==> src/rtl/keypad_entry_ctrl.sv <==
// Keypad entry sequencer for a two-digit BCD capture register.
// Optional inactivity timeout: define KEYPAD_TIMEOUT_EN.
module keypad_entry_ctrl #(
    parameter int TIMEOUT_CYCLES = 50_000_000
) (
    input  logic       clk,
    input  logic       rst,
    input  logic       key_valid,
    input  logic [3:0] key_code,
    output logic [3:0] tecla_d,
    output logic       load_u,
    output logic       load_d,
    output logic       rdy,
    output logic [1:0] digit_cnt,
    output logic       busy,
    output logic       key_drop,
    output logic       timeout
);

    typedef enum logic [2:0] {
        IDLE, HOLD, LD_D, LD_U, CLR_D, CLR_U, READY
    } state_t;

    state_t     state, state_n;
    logic [3:0] unit_q, unit_n;
    logic [3:0] new_q, new_n;
    logic [3:0] tecla_n;
    logic [1:0] cnt_n;
    logic       drop_n, tmo_n;
    logic       is_digit, is_enter, is_clear;
    logic       waiting, expired;

    assign is_digit = (key_code <= 4'd9);
    assign is_enter = (key_code == 4'hA);
    assign is_clear = (key_code == 4'hB);
    assign waiting  = (state == IDLE) || (state == HOLD);

`ifdef KEYPAD_TIMEOUT_EN
    localparam int CW = (TIMEOUT_CYCLES > 1) ? $clog2(TIMEOUT_CYCLES) : 1;

    logic [CW-1:0] tmo_cnt;

    assign expired = (state == HOLD) && (tmo_cnt == CW'(TIMEOUT_CYCLES - 1));

    always_ff @(posedge clk or negedge rst) begin
        if (!rst)
            tmo_cnt <= '0;
        else if (state != HOLD || key_valid || expired)
            tmo_cnt <= '0;
        else
            tmo_cnt <= tmo_cnt + 1'b1;
    end
`else
    // Never true: without the counter HOLD waits indefinitely.
    assign expired = (TIMEOUT_CYCLES < 0);
`endif

    always_comb begin
        state_n = state;
        new_n   = new_q;
        unit_n  = unit_q;
        cnt_n   = digit_cnt;
        tecla_n = tecla_d;
        drop_n  = 1'b0;
        tmo_n   = 1'b0;
        case (state)
            IDLE, HOLD: begin
                if (key_valid) begin
                    unique case (1'b1)
                        is_digit: begin
                            new_n   = key_code;
                            state_n = LD_D;
                        end
                        is_clear: state_n = CLR_D;
                        is_enter: begin
                            if (state == HOLD) state_n = READY;
                            else               drop_n  = 1'b1;
                        end
                        default: ;
                    endcase
                end else if (expired) begin
                    tmo_n   = 1'b1;
                    state_n = CLR_D;
                end
            end
            LD_D:  state_n = LD_U;
            LD_U:  state_n = HOLD;
            CLR_D: state_n = CLR_U;
            CLR_U: begin
                state_n = IDLE;
                cnt_n   = 2'd0;
                unit_n  = 4'd0;
            end
            READY: begin
                state_n = IDLE;
                cnt_n   = 2'd0;
            end
            default: state_n = IDLE;
        endcase
        if (!waiting && key_valid)
            drop_n = 1'b1;
        // Register-facing data is decoded from the state being entered.
        case (state_n)
            LD_D: tecla_n = (digit_cnt == 2'd0) ? 4'd0 : unit_q;
            LD_U: begin
                tecla_n = new_q;
                unit_n  = new_q;
                cnt_n   = (digit_cnt == 2'd2) ? 2'd2 : digit_cnt + 2'd1;
            end
            CLR_D, CLR_U: tecla_n = 4'd0;
            default: ;
        endcase
    end

    always_ff @(posedge clk or negedge rst) begin
        if (!rst) begin
            state     <= IDLE;
            new_q     <= 4'd0;
            unit_q    <= 4'd0;
            digit_cnt <= 2'd0;
            tecla_d   <= 4'd0;
            load_d    <= 1'b0;
            load_u    <= 1'b0;
            rdy       <= 1'b0;
            busy      <= 1'b0;
            key_drop  <= 1'b0;
            timeout   <= 1'b0;
        end else begin
            state     <= state_n;
            new_q     <= new_n;
            unit_q    <= unit_n;
            digit_cnt <= cnt_n;
            tecla_d   <= tecla_n;
            load_d    <= (state_n == LD_D) || (state_n == CLR_D);
            load_u    <= (state_n == LD_U) || (state_n == CLR_U);
            rdy       <= (state_n == READY);
            busy      <= !((state_n == IDLE) || (state_n == HOLD));
            key_drop  <= drop_n;
            timeout   <= tmo_n;
        end
    end

endmodule

==> config.mk <==
export PLATFORM = sky130hd
export DESIGN_NAME = keypad_entry_ctrl
export DESIGN_NICKNAME = d
export VERILOG_FILES = /design/src/rtl/keypad_entry_ctrl.sv
export SDC_FILE = /design/constraint.sdc
export NUM_CORES = 1
export LEC_CHECK = 0
export CAP_MARGIN = 10
export CORE_AREA = 4 4 60 62
export CTS_CLUSTER_DIAMETER = 80
export DETAILED_ROUTE_END_ITERATION = 6
export DIE_AREA = 0 0 64 66
export DONT_BUFFER_PORTS = 1
export PLACE_DENSITY = 0.53
export SLEW_MARGIN = 20
export SYNTH_ARGS = -nofsm -noshare
export SYNTH_HDL_FRONTEND = slang
export SYNTH_SLANG_ARGS = --single-unit
==> constraint.sdc <==
create_clock -name clk -period 3.2 [get_ports clk]
set_clock_uncertainty 0.05 [all_clocks]
set_input_delay 0.64 -clock clk [delete_from_list [all_inputs] [get_ports clk]]
set_output_delay 0.64 -clock clk [all_outputs]
set_load 0.01 [all_outputs]
==> summary.md <==
| Metric | Value |
|---|---|
| Worst IR drop on VDD | `0.251 mV` |
| WHS | `about 0.24 ns` |
| Setup violations, final | `0` |
| Syn avg cell area | `~11 um^2` |
| Worst path arrival time | `2.28 ns` |
| R2R setup slack | `1.06 ns` |
| Total congestion overflow | `0` |
| Final Instance Count excl. Fillers | `137` |
| Setup TNS | `0 ns` |
| FILL cells | `307` |
| Syn Std Cell Area | `about 1000 um^2` |
| Setup bufs post-CTS | `0` |
| Final slew viol count | `0` |
| Leak Pwr | `0.501 nW` |
| Hold WC Path Type | `in2async` |
| CTS tree | `built` |
| CP Capture Type | `flip-flop` |
| DR vias/cell | `4.91` |
| CTS buffer count | `3` |
| Row count | `20` |
| Final Cycle Share | `66.9%` |
| Diode count | `0` |
| Drt wl/cell | `roughly 15 um` |
| Post-synth top cells | `dfrtp_1 (22), nand2_1 (8), nor2_1 (8)` |
| Final Instance Area | `1120 um^2` |
| Die Width | `64 um` |
| Worst-path maximum fanout | `8` |
| Detailed placement HPWL | `1560 um` |
| Slew margin rel. | `59.7%` |
| Reg-to-Reg End | `tecla_d[3]$_DFFE_PN0P_` |
| Clock Latency Late Sink | `just under 0.3 ns` |
| Initial core utilization | `between 30% and 40%` |
| Core Footprint | `3030 um^2` |
| Library cells used by synthesis | `32` |
| Yosys warning total | `0` |
| Largest net degree at the start of global routing | `23` |
| Top_reg_cell synth | `dfrtp_1` |
| Min Tclk post-route | `2.14 ns` |
| Share of flip-flops with an asynchronous set or reset | `100%` |
| Cell taking the most area after synthesis | `dfrtp_1` |
| Die footprint | `4220 um^2` |
| Part of the Yosys area used for sequential elements | `52.4%` |
| Worst Tran Pin Value | `0.604 ns` |
| Synth-to-layout area growth | `6.44%` |
| First-pass GRT wire length | `around 3400 um` |
| Worst R2R Path Depth | `5` |
| PortBufs | `0` |
| Setup crit start | `state[2]$_DFF_PN0_` |
| Fmax | `467 MHz` |
| Drt pass-1 iters | `4` |
| CTS Sinks | `22` |
| Via count | `673` |
| Synth Register Bits | `22` |
| Iter 0 DRT Violations | `16` |
| Number of global-route vias before repair | `691` |
| GRT Overall Usage | `10.8%` |
| Total power | `0.000996 W` |
| DP Area | `approximately 1100 um^2` |
| Most frequent cell after synthesis | `dfrtp_1` |
| Clock H-tree levels | `1` |
| Worst-path clk slew | `around 0.11 ns` |
| Synthesized netlist net count | `101` |
| Crit Reg-Reg Startpoint | `state[2]$_DFF_PN0_` |
| Routed WL | `2050 um` |
| Hold Vio Cnt, Final | `0` |
| Layout cells sized above 1 | `18.3%` |
| RSZ-0062 raised after global routing | `false` |
| Synth top area share | `52.4%` |
| Gate Count Post-Synth | `92` |
| Routed Antenna Nets | `0` |
| RePlAce Congestion | `0.764` |
| Crit Path Class | `reg2reg` |
| I/O pin cnt | `19` |
| Critical Path Source Type | `flip-flop` |
| Clock root buffer | `clkbuf_4` |
| DRC | `0` |
| Max-cap check violation count | `0` |
| Pwr Density | `892 nW/um^2` |
| Die height | `66 um` |
| CTS Buffer Depth | `2` |
| Synth area leaders | `dfrtp_1 (52%), mux2_4 (5.7%), a22o_1 (5.0%), nand2_1 (2.9%), nor2_1 (2.9%)` |
| Nets | `104` |
| Initial antenna violation count | `0` |
| CP required | `3.34 ns` |
| Outcome | `finished, final reports clean` |
| Cell Count Post-Placement | `133` |
| Number of enable flip-flop cells after synthesis | `0` |
## how the worst max path moves through the flow
stage / end
after detailed placement: tecla_d[2]$_DFFE_PN0P_
after CTS: tecla_d[2]$_DFFE_PN0P_
after floorplan: tecla_d[0]$_DFFE_PN0P_
after global routing: tecla_d[3]$_DFFE_PN0P_
after global placement: tecla_d[3]$_DFFE_PN0P_
final: tecla_d[3]$_DFFE_PN0P_
## power breakdown
part           switching [W]  internal (W)
registers           0.000127      0.000382
clock network      0.0000734     0.0000438
logic               0.000176      0.000193
total               0.000377      0.000620
## routing by layer
layer	up-vias	GRT usage (%)	part of all wire, %
li1	327	-	-
met1	329	14.6	46
met2	15	15.7	48
met3	2	2.72	4.6
met4	0	5.66	1.4
met5	-	0	0
## registers in the layout, summed over array words and instances (netlist names)
| register | cells |
|---|---|
| key_drop | 1 |
| busy | 1 |
| state | 3 |
| load_u | 1 |
| load_d | 1 |
| rdy | 1 |
| tecla_d | 4 |
| unit_q | 4 |
| digit_cnt | 2 |
| new_q | 4 |
## final cells by class
class	count	area (um^2)	share of cell area [%]
inverter	2	7.51	0.672
clock buffer	3	22.5	2.02
multi-input combinational	65	477	42.7
tap	44	55.1	4.93
sequential	22	551	49.3
timing repair buffer	1	5.00	0.448
## what timing repair did
item                                   in CTS  in global routing
resized for setup                           0                  0
hold buffers                                1                  0
endpoints found under the hold margin      22                  0
## cell usage in the layout (no fill, tap or decap)
cell type,netlist,final
or2_4,1,1
ha_1,2,2
a21oi_1,5,5
nand3_4,1,1
nand2_1,8,8
or3_4,1,1
a211oi_1,1,1
xor2_1,1,1
a21oi_4,1,1
nor2b_1,3,3
and2b_1,1,1
buf_2,0,1
nor3_1,1,1
nand3b_1,1,1
o21a_1,1,1
conb_1,1,1
a21o_1,1,1
mux2_4,4,4
o31a_1,1,1
a21boi_0,1,1
or2_2,1,1
or2b_4,1,1
a22o_1,6,6
nor2_1,8,8
a211oi_2,1,1
clkbuf_4,0,3
o22ai_1,4,4
inv_1,2,2
nand2b_1,2,2
o21ai_0,4,4
dfrtp_1,22,22
mux2_2,2,2
## worst max-delay path: stages, from the launching register on
cell and delay [ns]:
dfrtp_1 0.48, and2b_1 0.33, nor2b_1 0.54, a211oi_2 0.16
a22o_1 0.23, mux2_4 0.25
## kinds of logic after synthesis
logic type / count (synthesis) / synth area share (%)
fa+ha+maj: 2 / 2.38
mux: 6 / 7.87
xor+xnor: 1 / 0.834
flops: 22 / 52.4
other cells: 1 / 0.357
simple gates: 29 / 15.9
compound gates: 26 / 18.1
buf+inv: 5 / 2.15
## per-stage QoR
| stage | worst slack (ns) | utilization (%) |
|---|---|---|
| global placement | 0.995 | 36.0 |
| detailed placement | 0.980 | 36.0 |
| CTS | 1.08 | 37.1 |
| global route | 0.951 | 36.9 |
| floorplan | 1.12 | - |
| finish | 1.06 | 36.9 |
Note: power is estimated with default switching activity, not from simulation.
